[config.mk]
export PLATFORM = sky130hd
export DESIGN_NAME = hazard_stall_ctrl
export DESIGN_NICKNAME = d
export VERILOG_FILES = /design/src/rtl/hazard_stall_ctrl.sv
export SDC_FILE = /design/constraint.sdc
export NUM_CORES = 1
export LEC_CHECK = 0
export ABC_CLOCK_PERIOD_IN_PS = 1800
export BUFFER_PORTS_ARGS = -buffer_cell sky130_fd_sc_hd__buf_2
export CORE_ASPECT_RATIO = 1.4
export CORE_MARGIN = 2
export CORE_UTILIZATION = 35
export DETAILED_ROUTE_END_ITERATION = 12
export GPL_ROUTABILITY_DRIVEN = 0
export PLACE_DENSITY = 0.57
export SLEW_MARGIN = 0
export SYNTH_ARGS = -nofsm -noshare
export SYNTH_HDL_FRONTEND = slang
export SYNTH_SLANG_ARGS = --single-unit
[constraint.sdc]
create_clock -name clk -period 1.8 [get_ports clk]
set_clock_uncertainty 0.05 [all_clocks]
set_input_delay 0.09 -clock clk [delete_from_list [all_inputs] [get_ports clk]]
set_output_delay 0.09 -clock clk [all_outputs]
set_load 0.01 [all_outputs]
[src/rtl/hazard_stall_ctrl.sv]
// Pipeline sequencer for the 5-stage MIPS core: RAW stalls, branch flushes, memory-wait freeze
// with a timeout watchdog, and saturating stall/flush/wait performance counters.
module hazard_stall_ctrl #(
  parameter int MEM_TIMEOUT = 255,
  parameter int CNT_W       = 16
) (
  input  logic             clk,
  input  logic             rst,
  input  logic             fwd_en,
  input  logic             id_valid,
  input  logic [4:0]       id_src1,
  input  logic [4:0]       id_src2,
  input  logic             id_two_src,
  input  logic [4:0]       exe_dest,
  input  logic             exe_wb_en,
  input  logic             exe_mem_r_en,
  input  logic [4:0]       mem_dest,
  input  logic             mem_wb_en,
  input  logic             br_taken,
  input  logic             mem_req,
  input  logic             mem_ready,
  input  logic             clr_cnt,
  output logic             freeze_front,
  output logic             ifid_flush,
  output logic             idex_flush,
  output logic             freeze_all,
  output logic             err,
  output logic [1:0]       state,
  output logic [CNT_W-1:0] stall_cnt,
  output logic [CNT_W-1:0] flush_cnt,
  output logic [CNT_W-1:0] wait_cnt
);

  typedef enum logic [1:0] {
    RUN      = 2'd0,
    MEM_WAIT = 2'd1,
    ERROR    = 2'd2
  } state_t;

  localparam int TW = (MEM_TIMEOUT < 2) ? 1 : $clog2(MEM_TIMEOUT + 1);

  state_t          cur_state, next_state;
  logic [TW-1:0]   timer, timer_next;
  logic            raw_exe, raw_mem, hazard, mem_busy;
  logic            run_rules, stall_inc, flush_inc, wait_inc;

  assign raw_exe  = exe_wb_en && (exe_dest != 5'd0) &&
                    ((id_src1 == exe_dest) || (id_two_src && (id_src2 == exe_dest)));
  assign raw_mem  = mem_wb_en && (mem_dest != 5'd0) &&
                    ((id_src1 == mem_dest) || (id_two_src && (id_src2 == mem_dest)));
  // With forwarding only a load in EXE cannot be bypassed in time.
  assign hazard   = id_valid && (fwd_en ? (raw_exe && exe_mem_r_en) : (raw_exe || raw_mem));
  assign mem_busy = mem_req && !mem_ready;

  assign err   = (cur_state == ERROR);
  assign state = cur_state;

  always_ff @(posedge clk or posedge rst) begin
    if (rst) begin
      cur_state <= RUN;
      timer     <= '0;
    end else begin
      cur_state <= next_state;
      timer     <= timer_next;
    end
  end

  always_comb begin
    next_state   = cur_state;
    timer_next   = timer;
    freeze_all   = 1'b0;
    freeze_front = 1'b0;
    ifid_flush   = 1'b0;
    idex_flush   = 1'b0;
    run_rules    = 1'b0;
    stall_inc    = 1'b0;
    flush_inc    = 1'b0;
    wait_inc     = 1'b0;
    case (cur_state)
      RUN: begin
        if (mem_busy) begin
          freeze_all = 1'b1;
          wait_inc   = 1'b1;
          next_state = MEM_WAIT;
          timer_next = TW'(1);
        end else begin
          run_rules = 1'b1;
        end
      end
      MEM_WAIT: begin
        if (mem_busy) begin
          freeze_all = 1'b1;
          wait_inc   = 1'b1;
          if (timer == TW'(MEM_TIMEOUT)) next_state = ERROR;
          else                           timer_next = timer + 1'b1;
        end else begin
          // The access completes this cycle, so the normal pipe rules already apply.
          run_rules  = 1'b1;
          next_state = RUN;
          timer_next = '0;
        end
      end
      ERROR: begin
        freeze_all = 1'b1;
      end
      default: begin
        next_state = RUN;
        timer_next = '0;
      end
    endcase
    if (run_rules) begin
      if (br_taken) begin
        ifid_flush = 1'b1;
        idex_flush = 1'b1;
        flush_inc  = 1'b1;
      end else if (hazard) begin
        freeze_front = 1'b1;
        idex_flush   = 1'b1;
        stall_inc    = 1'b1;
      end
    end
  end

  function automatic logic [CNT_W-1:0] bump(input logic [CNT_W-1:0] c, input logic inc);
    return (inc && (c != {CNT_W{1'b1}})) ? c + 1'b1 : c;
  endfunction

  always_ff @(posedge clk or posedge rst) begin
    if (rst) begin
      stall_cnt <= '0;
      flush_cnt <= '0;
      wait_cnt  <= '0;
    end else if (clr_cnt) begin
      stall_cnt <= '0;
      flush_cnt <= '0;
      wait_cnt  <= '0;
    end else begin
      stall_cnt <= bump(stall_cnt, stall_inc);
      flush_cnt <= bump(flush_cnt, flush_inc);
      wait_cnt  <= bump(wait_cnt, wait_inc);
    end
  end

endmodule

# Yosys cells after proc, flatten, opt, wreduce, memory -nomap -nowiden
# Cells that the tools add are included.
[totals] register_bits=58 out_inout_bits=55 input_bits=32
[op_classes] reduce_logical=25 muxes=27 n_eq_ne=13 bitwise_logic=1 addsub=4
[op_table] operator="16-bit 2-to-1 mux" count=6
[op_table] operator="16-bit by 1-bit adder with 16-bit output, second input constant" count=3
[op_table] operator="16-bit inequality test, second input constant" count=3
[op_table] operator="8-bit 2-to-1 mux" count=3
[op_table] operator="8-bit case mux with 3 select lines" count=1
[op_table] operator="5-bit equality test" count=4
[op_table] operator="1-bit logical AND" count=12
[op_table] operator="1-bit 2-to-1 mux" count=12
[op_table] operator="5-bit nonzero test" count=2
[op_table] operator="8-bit by 1-bit adder with 8-bit output, second input constant" count=1
[op_table] operator="8-bit equality test, second input constant" count=1
[op_table] operator="2-bit 2-to-1 mux" count=3
[op_table] operator="3-bit inequality test, second input constant" count=2
[op_table] operator="2-bit case mux with 3 select lines" count=1
[op_table] operator="3-bit AND reduction" count=2
[op_table] operator="2-bit nonzero test" count=3
[op_table] operator="1-bit logical OR" count=3
[op_table] operator="2-bit by 1-bit equality test with 1-bit output, second input constant" count=1
[op_table] operator="2-bit equality test, second input constant" count=1
[op_table] operator="2-bit zero test" count=1
[op_table] operator="2-bit inequality test, second input constant" count=1
[op_table] operator="1-bit case mux with 2 select lines" count=1
[op_table] operator="2-bit OR reduction" count=1
[op_table] operator="1-bit zero test" count=1
[op_table] operator="1-bit inverter" count=1

# Logic depth before layout (Yosys ltp)
[logic_depth] ltp_word=13 ltp_mapped=8

# Least setup slack after synthesis
# OpenSTA, ideal clock, no wires.
[synth_timing] path_kind="reg-to-reg" from="reg cur_state[1] (netlist: state[1])" to="reg wait_cnt[10]" path_stages_with_launch=7 slack_ps=-263 t_required_ps=1672 setup_time_ps=78 t_arrival_ps=1935 cell_sequence="dfrtp_1 > or3b_1 > clkbuf_1 > or3_1 > clkbuf_1 > or3_1 > a21oi_1"
[synth_between] elab_chain_cells=5 elab_cells_between_ends=6
[synth_lines] element="start: declaration" line_no="42" text="state_t cur_state, next_state;"
[synth_lines] element="start signal: assignment" line_no="63" text="cur_state <= next_state;"
[synth_lines] element="2-bit by 1-bit equality test with 1-bit output or 2-bit zero test (tied branches)" line_no="79" text="case (cur_state)"
[synth_lines] element="2-bit OR reduction (no line) (*)"
[synth_lines] element="1-bit 2-to-1 mux (*)"
[synth_lines] element="1-bit logical AND (*)" line_no="125" text="return (inc && (c != {CNT_W{1'b1}})) ? c + 1'b1 : c;"
[synth_lines] element="2-bit nonzero test (no line) (*)"
[synth_lines] element="end signal: assignment" line_no="140" text="wait_cnt <= bump(wait_cnt, wait_inc);"
[synth_lines] element="end: declaration" line_no="31" text="output logic [CNT_W-1:0] wait_cnt"
# Mark *: on every way between the ends. The rest lies on a longest branch, timed or not.
# A chain may end at the register's enable or synchronous reset.

# Final worst setup path
[layout_timing] from="reg flush_cnt[0]" to="reg flush_cnt[9]"
[layout_between] elab_chain_cells=3 elab_cells_between_ends=6
[layout_lines] element="start: declaration" line_no="30" text="output logic [CNT_W-1:0] flush_cnt,"
[layout_lines] element="start signal: assignment" line_no="139" text="flush_cnt <= bump(flush_cnt, flush_inc);"
[layout_lines] element="16-bit by 1-bit adder with 16-bit output or 16-bit inequality test (tied branches)" line_no="125"
[layout_lines] element="16-bit 2-to-1 mux or 1-bit logical AND (tied branches)" line_no="125"
[layout_lines] element="16-bit 2-to-1 mux or 2-bit nonzero test (tied branches)"
# Several ways; a longest one is shown, not always the timed one. The select of a mux whose other input is x is not followed.

==> impl_metrics.json <==
{
  "antenna_found_initial": 0,
  "row_count": 42,
  "yosysMostFrequentCell": "dfrtp_1",
  "grt_pass1_wl_mm": 17.15,
  "setup_viol": 29,
  "die_h_um": 120.6,
  "clock_latency_ns": 0.33,
  "ys_ff_latch": 58,
  "hp-start": "clr_cnt",
  "synthesis.area_um2": 3401,
  "yosys_warnings": 0,
  "ys_top_cells_by_area": "dfrtp_1, xor2_1, nor2_1, xnor2_1, nand3_1",
  "peakVddDrop_v": 0.0004579,
  "power_leakage_uw": 0.002687,
  "avgSynthCellArea_um2": 8.675,
  "start_util_pct": 35.95,
  "slew_violations": 0,
  "clockRootBuffer": "clkbuf_16",
  "io_buffers": 86,
  "n_fill_cell": 834,
  "cts_buffers": 9,
  "dieArea_um2": 10530,
  "yosysTopAreaCell": "dfrtp_1",
  "status": "finished, violations left",
  "hold_depth": 2,
  "finalSetupTns_ns": -2.088,
  "synth_commonest_cells": "dfrtp_1, nor2_1, nand2_1, xor2_1, nand3_1",
  "pre_cts_ws_ns": -0.3034,
  "path_clk_slew_ns": 0.05,
  "dpl.hpwl_mm": 7.224,
  "synth-async-reset-ratio_pct": 100.0,
  "dp_cells": 674,
  "cts.sinks": 58,
  "diodes": 0,
  "multi_input_area_um2": 2250,
  "min_period_over_period_pct": 110.5,
  "fin_cells": 707,
  "slew_headroom_pct": 71.46,
  "fin_nets": 628,
  "grt_max_degree": 59,
  "critPathKind": "flip-flop to flip-flop",
  "worst_ep_required_time_ns": 2.00,
  "violations": "negative setup slack",
  "cts_buffer_depth": 2,
  "crit_fanout": 5,
  "seq_area_um2": 1453,
  "drt-pass1-iter-count": 4,
  "crit_arrival_ns": 2.19,
  "drive_gt1_share_pct": 47.74,
  "hold_class": "input pin to flip-flop",
  "fmax_ghz": 0.5026,
  "tightest_slew_ns": 0.4282,
  "syn2layout_area_growth_pct": 65.05,
  "fin_crit_ns": 1.990,
  "routed_wl_mm": 10.57,
  "grtUsageTotal_pct": 20.50,
  "antenna_left": 0,
  "syn_nets": 428,
  "synth_edf_count": 0,
  "synth.distinct_cells": 39,
  "post_drt_wl_per_cell_um": 14.95,
  "drv_cap": 0,
  "setup_slack_ns": -0.1897,
  "via_per_inst": 5.311,
  "worstReg2RegStart": "flush_cnt[0]",
  "powerDensity_nw_per_um2": 611.6,
  "synth_top_cell_area_share_pct": 42.68,
  "grt_pass1_vias": 3692,
  "grt-ovfl-total": 0,
  "hold_viol": 0,
  "drt_iter0_drc": 112,
  "seq_area_frac_synth_pct": 42.68,
  "r2r_end": "flush_cnt[9]",
  "min_to": "stall_cnt[11]",
  "cp-end-kind": "flip-flop",
  "io_pins": 87,
  "netlist_instances": 392,
  "num_vias": 3755,
  "tritoncts": "done",
  "finalPower_uw": 3433,
  "start_kind": "flip-flop",
  "rsz0062_at_grt": "true",
  "die_width_um": 87.31,
  "r2r_cells": 6,
  "synth_flop_cell": "dfrtp_1",
  "rrSetupSlack_ns": -0.19,
  "drc": 0,
  "cts_htree_levels": 3,
  "core_area_um2": 9459
}
-- state kept, by name (all words and copies together) (netlist names) --
| register | flops |
|---|---|
| flush_cnt | 16 |
| stall_cnt | 16 |
| wait_cnt | 16 |
| timer | 8 |
| state | 2 |
-- through the flow --
| stage | area, um^2 | hold slack, ns | utilization [%] |
|---|---|---|---|
| after detailed placement | 4762 | 0.1302 | 50.34 |
| final | 5613 | 0.1439 | 59.34 |
| after global routing | 5613 | 0.1658 | 59.34 |
| after global placement | 4762 | 0.1280 | 50.34 |
| after floorplan | 3512 | 0.2789 | - |
| after CTS | 5284 | 0.1374 | 55.86 |
-- logic make-up (layout without fill, tap and decap cells) --
family                   count (synthesis)  after routing  share of synthesized area (%)
AND/OR/NAND/NOR                        191            192                          28.77
AO/OA/AOI/OAI                           63             63                          10.89
flip-flops                              58             58                          42.68
XOR/XNOR                                44             44                          11.33
buffers and inverters                   27            231                          3.238
multiplexers                             5              5                          1.619
adder cells (fa/ha/maj)                  4              4                          1.472
-- where the power goes --
part | switching [uW] | total, uW | internal [uW]
clock | 601 | 1700 | 1100
sequential | 8.45 | 1330 | 1320
combinational | 207 | 402 | 195
-- per-layer routing --
metal,track usage (%),vias to the layer above,part of all wire (%)
met2,36.46,103,54
met3,4.232,19,4.0
met5,0,-,0
li1,-,1814,-
met4,7.981,0,2.2
met1,23.53,1819,40
-- final cells by class --
| class | instances | share of cell area [%] |
|---|---|---|
| Multi-Input combinational cell | 308 | 40.08 |
| Clock buffer | 11 | 4.325 |
| Timing Repair Buffer | 202 | 25.39 |
| Tap cell | 110 | 2.452 |
| Sequential cell | 58 | 25.88 |
| Inverter | 13 | 0.9140 |
| Clock inverter | 5 | 0.9585 |
-- placed cells by master (no fill, tap or decap), types with 4 or more instances in the layout --
cell,instances
xor2_1,26
o31ai_1,9
nor2b_1,6
or3_1,7
nand2_1,27
nor3_4,4
or4_1,6
buf_2,79
nor4_4,4
xnor2_1,14
or4_4,8
nor2_1,41
nor4_1,4
inv_1,11
nor2_4,7
o21ai_1,9
buf_6,17
o21ai_0,13
nand4_1,17
and3_1,6
buf_4,101
nor2_2,4
clkbuf_16,9
a21oi_1,17
dfrtp_1,57
nand3_1,21
-- worst max-delay path by stage --
stage          cells past startpoint  slack (ns)            end    startpoint
3_3_place_gp                       8       -0.24   stall_cnt[7]    id_src2[2]
4_1_cts                            6       -0.14  flush_cnt[11]      state[1]
5_1_grt                            6       -0.23   flush_cnt[9]      state[1]
3_5_place_dp                       8       -0.30   stall_cnt[6]    id_src2[0]
2_1_floorplan                      6       -0.19   wait_cnt[10]      state[1]
6_report                           6       -0.19   flush_cnt[9]  flush_cnt[0]
-- worst max-delay path, cell delays in order (launching register included) --
cell and delay [ns]:
dfrtp_1 0.38, ha_2 0.19, nand4_1 0.14, nor4_4 0.07
or4_4 0.55, or3_1 0.37, a21oi_2 0.16
-- timing repair --
action                     in CTS  in global routing
gates cloned                    2                  0
hold buffers                    1                  0
pin swaps                      21                 46
buffers inserted                8                  7
setup endpoints to repair      35                 52
gates resized for setup        33                 70
hold endpoints to repair       58                  0
Power figures use the tool's default switching activity.
